File: src/rtl/adder_rr_scheduler.sv
// adder_rr_scheduler: round-robin front end that shares one sequential
// add/subtract unit among N_REQ requesters. It grants one requester at a time,
// latches its operands, starts the adder and returns the result (or a timeout
// error) with a one-cycle acknowledge.
module adder_rr_scheduler #(
    parameter int N_REQ   = 4,
    parameter int WIDTH   = 8,
    parameter int TIMEOUT = 15
) (
    input  logic                   clk,
    input  logic                   RESET,
    input  logic [N_REQ-1:0]       req,
    input  logic [N_REQ*WIDTH-1:0] op_a,
    input  logic [N_REQ*WIDTH-1:0] op_b,
    input  logic [N_REQ-1:0]       op_sub,
    output logic [N_REQ-1:0]       gnt,
    output logic [N_REQ-1:0]       ack,
    output logic [WIDTH-1:0]       res_out,
    output logic                   err,
    output logic                   busy,
    output logic                   add_start,
    output logic [WIDTH-1:0]       add_a,
    output logic [WIDTH-1:0]       add_b,
    output logic                   add_sub,
    input  logic                   add_done,
    input  logic [WIDTH-1:0]       add_res
);

    localparam int         IDX_W       = $clog2(N_REQ);
    localparam logic [7:0] TIMEOUT_CNT = 8'(TIMEOUT);

    typedef enum logic [1:0] {
        IDLE  = 2'd0,
        ISSUE = 2'd1,
        WAIT  = 2'd2,
        ACK   = 2'd3
    } state_t;

    state_t             state;
    state_t             state_next;
    logic [IDX_W-1:0]   idx;        // requester currently being served
    logic [IDX_W-1:0]   last;       // requester served most recently
    logic [IDX_W-1:0]   pick_idx;
    logic               pick_valid;
    logic [7:0]         watchdog;
    logic [WIDTH-1:0]   res_q;
    logic               err_q;

    // Round-robin pick: first pending request after the last one served, with wrap.
    always_comb begin
        // NOTE: every variable gets a default before any branch so no latch is inferred.
        pick_idx   = last;
        pick_valid = 1'b0;
        for (int k = 1; k <= N_REQ; k++) begin
            if (!pick_valid && req[(int'(last) + k) % N_REQ]) begin
                pick_valid = 1'b1;
                pick_idx   = IDX_W'((int'(last) + k) % N_REQ);
            end
        end
    end

    // Next-state logic; a done in the timeout cycle still counts as success.
    always_comb begin
        state_next = state;
        case (state)
            IDLE:    if (pick_valid) state_next = ISSUE;
            ISSUE:   state_next = WAIT;
            WAIT:    if (add_done || watchdog == TIMEOUT_CNT) state_next = ACK;
            ACK:     state_next = IDLE;
            default: state_next = IDLE;
        endcase
    end

    // State register plus the datapath registers each state updates.
    always_ff @(posedge clk or posedge RESET) begin
        if (RESET) begin
            state    <= IDLE;
            idx      <= '0;
            last     <= IDX_W'(N_REQ - 1);
            add_a    <= '0;
            add_b    <= '0;
            add_sub  <= 1'b0;
            watchdog <= '0;
            res_q    <= '0;
            err_q    <= 1'b0;
        end else begin
            // NOTE: non-blocking assignments so every register samples pre-edge values.
            state <= state_next;
            case (state)
                IDLE: begin
                    if (pick_valid) begin
                        idx     <= pick_idx;
                        add_a   <= op_a[int'(pick_idx)*WIDTH +: WIDTH];
                        add_b   <= op_b[int'(pick_idx)*WIDTH +: WIDTH];
                        add_sub <= op_sub[pick_idx];
                    end
                end
                ISSUE: watchdog <= '0;
                WAIT: begin
                    watchdog <= watchdog + 8'd1;
                    if (add_done) begin
                        res_q <= add_res;
                        err_q <= 1'b0;
                    end else if (watchdog == TIMEOUT_CNT) begin
                        res_q <= '0;
                        err_q <= 1'b1;
                    end
                end
                ACK: begin
                    last  <= idx;
                    res_q <= '0;
                    err_q <= 1'b0;
                end
                default: ;
            endcase
        end
    end

    // Grant, acknowledge and handshake outputs decoded from the state.
    always_comb begin
        gnt = '0;
        ack = '0;
        if (state != IDLE) gnt[idx] = 1'b1;
        if (state == ACK)  ack[idx] = 1'b1;
    end

    assign add_start = (state == ISSUE);
    assign busy      = (state != IDLE);
    assign res_out   = res_q;
    assign err       = err_q;

endmodule

File: config.mk
export PLATFORM = sky130hd
export DESIGN_NAME = adder_rr_scheduler
export DESIGN_NICKNAME = d
export VERILOG_FILES = /design/src/rtl/adder_rr_scheduler.sv
export SDC_FILE = /design/constraint.sdc
export NUM_CORES = 1
export LEC_CHECK = 0
export ABC_AREA = 1
export CAP_MARGIN = 20
export CORE_UTILIZATION = 43
export DETAILED_ROUTE_END_ITERATION = 10
export PLACE_DENSITY = 0.81
export SYNTH_ARGS = -nofsm -noshare
export SYNTH_HDL_FRONTEND = slang
export SYNTH_SLANG_ARGS = --single-unit
export TNS_END_PERCENT = 30
File: constraint.sdc
create_clock -name clk -period 2.05 [get_ports clk]
set_input_delay 0.41 -clock clk [delete_from_list [all_inputs] [get_ports clk]]
set_output_delay 0.41 -clock clk [all_outputs]
set_load 0.1 [all_outputs]
==> impl_results.md, run 1 <==
* PortBufs at 118
* Total core area at approximately 0.0063 mm^2
* Detailed placement HPWL at between 6000 and 7000 um
* Synthesized Nets at around 480
* Area overhead of the layout relative to synthesis at 58.3%
* Number of flops mapped to enable cells by yosys at 0
* Clk_skew at approximately 0.014 ns
* Type of destination of the critical path: flop
* Max-cap violation count at 0
* Via/cell ratio at between 5 and 6
* I/O pin count at 119
* Horizontal die dimension at a little over 80 um
* Type of element launching the critical path: flop
* TritonCTS clock tree: yes
* Height of the die at 82.7 um
* Type of the setup path with the least slack: reg -> reg
* Number of synthesis warnings at 0
* Average cell area after synthesis at between 7 and 8 um^2
* Fmax at approximately 500 MHz
* Gate count of the mapped netlist at between 300 and 400
* Later-pin clock latency in the skew report at approximately 0.3 ns
* Starting DRC count in detailed routing at roughly 250
* Global-route wire length before repair at 13000 um
* Pre-antenna DRT Iters at 6
* Max-slew violations at 0
* Required time of the critical path at around 2.2 ns
* Effective utilization at floorplan at 44.4%
* Largest net degree at the start of global routing at 41
* Most frequent cells after synthesis: nand3_1 (120), nand2_1 (90), dfrtp_1 (38), inv_1 (30), nor2_1 (18)
* Period utilization at between 90% and 100%
* Number of synthesized register bits at 40
* Total routed wirelength at just over 9000 um
* Critical register-to-register path startpoint: last[0]
* DRC violations left at 0
* Endpoint of the lowest-slack register-to-register path: add_b[0]
* Number of instances in the placed design at between 500 and 600
* Minimum clock period at about 2.0 ns
* Slew at the pin closest to its max-slew limit at just over 0.6 ns
* Sequential fraction of the synthesis area at between 30% and 40%
* Max Fanout on Critical Path at 10
* Dominant cells by area after synthesis: dfrtp_1 (34%), nand3_1 (21%), nand2_1 (12%)
* Number of distinct library cell variants in the gate-level netlist after synthesis at 28
* Capture point of the critical path: add_b[0]
* Number of clock buffers inserted by TritonCTS at 5
* Post-route antenna net violation count at 0
* Cell at the root of the clock tree: clkbuf_8
* Setup TNS at 0 ns
* Number of nets at the end of the flow at approximately 600
* Post-CTS clock slew at the launch and capture registers of the worst setup and hold paths at 0.08 ns
* Crit path arrival time at 2.21 ns
* Worst hold path type: reg -> reg
* Die footprint at about 0.007 mm^2
* Share of final-layout standard cells stronger than drive strength 1 at 22.2%
* Initial antenna violation count at 0
* Final Hold Vio Count at 0
* Count of inserted antenna diode cells at 0
* Wire length per cell after detailed routing at 15.1 um
* Final GP Congestion at ~0.87
* RSZ-0062 raised after global routing: true
* Slew headroom at 58.5%
* Vias post-DR at around 3200
* Max H-tree Level at 2
* Start point of the critical path: last[0]
* Final global-route overflow total at 0
* Total GRT Usage at approximately 25%
* Largest area contributor in the synthesized netlist: dfrtp_1
* Post-route worst setup slack at ~0.03 ns
* Synth async-reset ratio at 100%
* Worst-case setup slack after placement at -0.190 ns
* Core utilization of the finished layout at around 70%
* Hold_buf cts at 0
* R2r worst-path depth at 13
* Setup violations, final at 0
* Number of sinks driven by the clock tree at 40
* Reg2Reg Setup Slack at about 0.03 ns
* Number of global-route vias before repair at ~2800
* # rows at 29
* Total standard cell area after synthesis at about 0.0028 mm^2
* Share of Yosys cell area claimed by the top area cell type at 34.0%
* Run status: finished, final reports clean
* Most repeated cell in the gate-level netlist after synthesis: nand3_1
* Non-Filler Instances at 599
* Worst-case clock buffer depth at 2
* Flip-flop cell with the highest count after synthesis: dfrtp_1
==> per-stage QoR <==
stage	area, um^2	hold slack [ns]
after CTS	4290	0.494
after detailed placement	4170	0.472
after floorplan	2830	0.468
after global routing	4430	0.511
after global placement	4170	0.470
final	4430	0.491
==> layout make-up <==
| type | count | area [um^2] |
|---|---|---|
| Fill cell | 508 | 1880 |
| Inverter | 35 | 139 |
| Multi-Input combinational cell | 300 | 1660 |
| Sequential cell | 40 | 1000 |
| Clock inverter | 2 | 15.0 |
| Timing Repair Buffer | 139 | 1440 |
| Clock buffer | 6 | 82.6 |
| Tap cell | 77 | 96.3 |
==> flip-flops by register name (all words and copies together) (netlist names) <==
signal and count:
idx 2, add_b 8, add_a 8, add_sub 1
err 1, watchdog 8, res_out 8, last 2
state 2
==> cell usage in the layout (no fill, tap or decap), types with 4 or more instances in the layout <==
master / netlist / final
clkbuf_8: 0 / 6
ha_1: 6 / 4
nor3_1: 10 / 5
clkdlybuf4s50_1: 0 / 82
o21ai_0: 16 / 16
buf_4: 5 / 41
inv_1: 30 / 30
nand3_1: 120 / 118
nand2_4: 9 / 10
nand2_1: 90 / 86
dfrtp_1: 38 / 38
a21oi_1: 8 / 7
nor3_2: 0 / 5
buf_12: 0 / 13
nor2_1: 18 / 16
nand2_2: 9 / 11
==> worst min-delay path by stage <==
stage               slack (ns)  cells past startpoint        start          end
finish                    0.49                      2     add_b[4]     add_b[4]
global route              0.51                      2     add_b[4]     add_b[4]
CTS                       0.49                      2     add_b[2]     add_b[2]
detailed placement        0.47                      2     add_b[2]     add_b[2]
global placement          0.47                      2     add_a[2]     add_a[2]
floorplan                 0.47                      1  watchdog[0]  watchdog[0]
==> per-layer routing <==
metal / vias to the layer above / track usage [%] / part of all wire, %
met5: - / 0 / 0
met4: 0 / 6.55 / 1.0
met3: 12 / 5.93 / 9.6
met2: 160 / 42.0 / 48
met1: 1469 / 32.1 / 42
li1: 1558 / - / -
==> critical path, cell delays in order, from the launching register on <==
cell     delay (ns)
dfstp_2        0.61
inv_4          0.09
nand2_1        0.09
nand2_2        0.10
nand2_4        0.11
nand2_8        0.08
inv_4          0.10
nand2_2        0.09
nand2_2        0.11
nor2_4         0.07
nor2_4         0.21
nand3_1        0.12
nand3_1        0.09
nand2_1        0.05
==> repair_timing <==
action                                  in CTS  in global routing
gates resized for setup                      2                 19
cloned                                       0                  3
buffers inserted                             3                  2
endpoints found under the setup margin      17                 37
pin swaps                                    0                  7
==> logic make-up after synthesis <==
kind of cell	after synthesis	share of synthesized area, %
AO/OA/AOI/OAI	27	5.05
AND/OR/NAND/NOR	265	47.2
flip-flops	40	35.8
buffers and inverters	52	9.20
adder cells (fa/ha/maj)	6	2.68
Power of run 1 is left out: the tool's default activity adds up to more than one toggle a clock period on the data nets, which glitch-free logic cannot reach.
==> run 2: changes to the inputs <==
--- a/config.mk
+++ b/config.mk
@@ -7,9 +7,9 @@
 export LEC_CHECK = 0
 export ABC_AREA = 1
 export CAP_MARGIN = 20
-export CORE_UTILIZATION = 43
+export CORE_UTILIZATION = 40
 export DETAILED_ROUTE_END_ITERATION = 10
-export PLACE_DENSITY = 0.81
+export PLACE_DENSITY = 0.76
 export SYNTH_ARGS = -nofsm -noshare
 export SYNTH_HDL_FRONTEND = slang
 export SYNTH_SLANG_ARGS = --single-unit
==> run 2 against run 1 <==
  * Non-clock buffer count increased by 1
  * Sequential cell count is the same
  * Final area increased by 3.4%
  * Critical path type unchanged
  * Via count up 3.2%
  * Fmax hardly changed
  * Global-route usage decreased by 1.5 points
  * Clock-buffer cell count decreased by 1
  * Die area increased by 7.3%
  * Sequential share of layout area fell by 0.75 points
  * Setup slack hardly changed
  * Critical path depth decreased by 1
==> impl_results.md, run 2 (synthesis gave the netlist of run 1 again) <==
* Total core area at roughly 0.0068 mm^2
* Count of inserted antenna diode cells at 0
* Largest net degree at the start of global routing at between 40 and 50
* Die footprint at ~0.0073 mm^2
* Number of sinks driven by the clock tree at 40
* Effective utilization at floorplan at 41.2%
* Max-cap violation count at 0
* Crit path arrival time at about 2.2 ns
* Delay contributed by the slowest stage of the critical path at between 0.5 and 0.6 ns
* Total GRT Usage at roughly a quarter
* Pre-antenna DRT Iters at 5
* Post-route antenna net violation count at 0
* Fmax at 495 MHz
* Slew at the pin closest to its max-slew limit at about 0.64 ns
* Highest-count cells in the layout ignoring fill and taps: nand3_1 (112), clkdlybuf4s50_1 (82), nand2_1 (80)
* Cell at the root of the clock tree: clkbuf_8
* Initial antenna violation count at 0
* Global-route wire length before repair at roughly 14000 um
* Period utilization at a little under 100%
* Run status: finished, final reports clean
* Top cell family by delay on the critical path: simple AND/OR/NAND/NOR gates
* Hold_buf cts at 0
* Final global-route overflow total at 0
* Total routed wirelength at ~9400 um
* Post-route worst hold slack at just under 0.5 ns
* Type of the setup path with the least slack: reg -> reg
* Height of the die at around 86 um
* Final GP Congestion at 0.863
* Critical path buffer and inverter count at 1
* I/O pin count at 119
* Detailed placement HPWL at 6320 um
* Worst-case clock buffer depth at 2
* # rows at 30
* Vias post-DR at ~3300
* Layout fillers at ~550
* Final Hold Vio Count at 0
* Via/cell ratio at 5.32
* Worst hold path type: reg -> reg
* DRC violations left at 0
* Reg2Reg Setup Slack at 0.03 ns
* Dominant cell type by count on the critical path: nand2_4
* Type of destination of the critical path: flop
* Clk_skew at 0.0117 ns
* Wire length per cell after detailed routing at approximately 15 um
* Crit path cell chain: buf_6 > nand2_2 > nand2_4 > nand2_4 > nand2_4 > nand2_8 > nor2_8 > nor2_4 > nor2_4 > nand3_1 > nand3_2 > nand2_1
* Starting DRC count in detailed routing at 109
* Setup violations, final at 0
* Max Fanout on Critical Path at 8
* PortBufs at 118
* Share of final-layout standard cells stronger than drive strength 1 at between 20% and 30%
* Later-pin clock latency in the skew report at 0.31 ns
* Type of element launching the critical path: flop
* Max H-tree Level at 2
* Area overhead of the layout relative to synthesis at 63.7%
* RSZ-0062 raised after global routing: true
* Max-slew violations at 0
* Post-CTS clock slew at the launch and capture registers of the worst setup and hold paths at around 0.090 ns
* Required time of the critical path at between 2 and 2.5 ns
* Minimum clock period at roughly 2.0 ns
* Number of global-route vias before repair at between 2000 and 3000
* Number of nets at the end of the flow at 613
* Slew headroom at 57.2%
* Slowest cell on the critical path: dfstp_2
* Number of clock buffers inserted by TritonCTS at 5
* TritonCTS clock tree: yes
* Most common library cell in the layout ignoring fill and taps: nand3_1
* Horizontal die dimension at around 86 um
## run 2: cell types whose count changed in the layout (fill, tap and decap cells not counted), moves of 3 or more
| cell | previous run | this run |
|---|---|---|
| nand2_4 | 10 | 15 |
| nand2_1 | 86 | 80 |
| nand3_1 | 118 | 112 |
| buf_4 | 41 | 44 |
| nand3_2 | 3 | 9 |
## run 2: tightest hold or removal path: cells and delay by family (launching register included)
family / cells / cell delay (ns)
and+or+nand+nor: 2 / 0.11
DFF: 1 / 0.35
## run 2: final timing paths
path | to | start | cells after the start
setup / recovery | add_a[0] | last[0] | 12
hold / removal | add_b[4] | add_b[4] | 2
setup reg to reg | add_a[0] | last[0] | 12
hold reg to reg | add_b[4] | add_b[4] | 2
max in group asynchronous | last[1] | RESET | 3
min in group asynchronous | res_out[2] | RESET | 3
## run 2: layer usage
metal	routed length [um]	vias up	share of wire (%)	GRT usage, %
met3	793	15	8.5	4.81
li1	-	1572	-	-
met1	3780	1545	40	31.2
met2	4650	169	50	38.9
met5	0	-	0	0
met4	153	0	1.6	6.97
## run 2: layout make-up
class / instances / area [um^2] / share of cell area [%]
Sequential cell: 40 / 1000 / 21.9
Tap cell: 96 / 120 / 2.62
Clock inverter: 3 / 47.5 / 1.04
Inverter: 35 / 141 / 3.08
Timing Repair Buffer: 140 / 1420 / 31.0
Clock buffer: 5 / 68.8 / 1.50
Multi-Input combinational cell: 302 / 1780 / 38.8
## run 2: stage by stage
| stage | cell area, um^2 | worst slack [ns] | utilization, % | instances | TNS, ns |
|---|---|---|---|---|---|
| 6_report | 4580 | 0.0301 | 67.5 | 621 | 0 |
| 3_3_place_gp | 4200 | -0.164 | 61.8 | 603 | -3.11 |
| 5_1_grt | 4580 | -0.0529 | 67.5 | 621 | -0.536 |
| 2_1_floorplan | 2830 | -0.448 | - | 390 | -2.55 |
| 3_5_place_dp | 4200 | -0.196 | 61.8 | 603 | -4.22 |
| 4_1_cts | 4330 | -0.0238 | 63.7 | 612 | -0.0473 |
## run 2: timing repair
item,in CTS,in global routing
gates resized for setup,2,42
endpoints found under the hold margin,0,0
pin swaps,0,18
endpoints found under the setup margin,13,27
gates cloned,0,4
setup buffers,1,5
Power of run 2 is left out for the same reason.
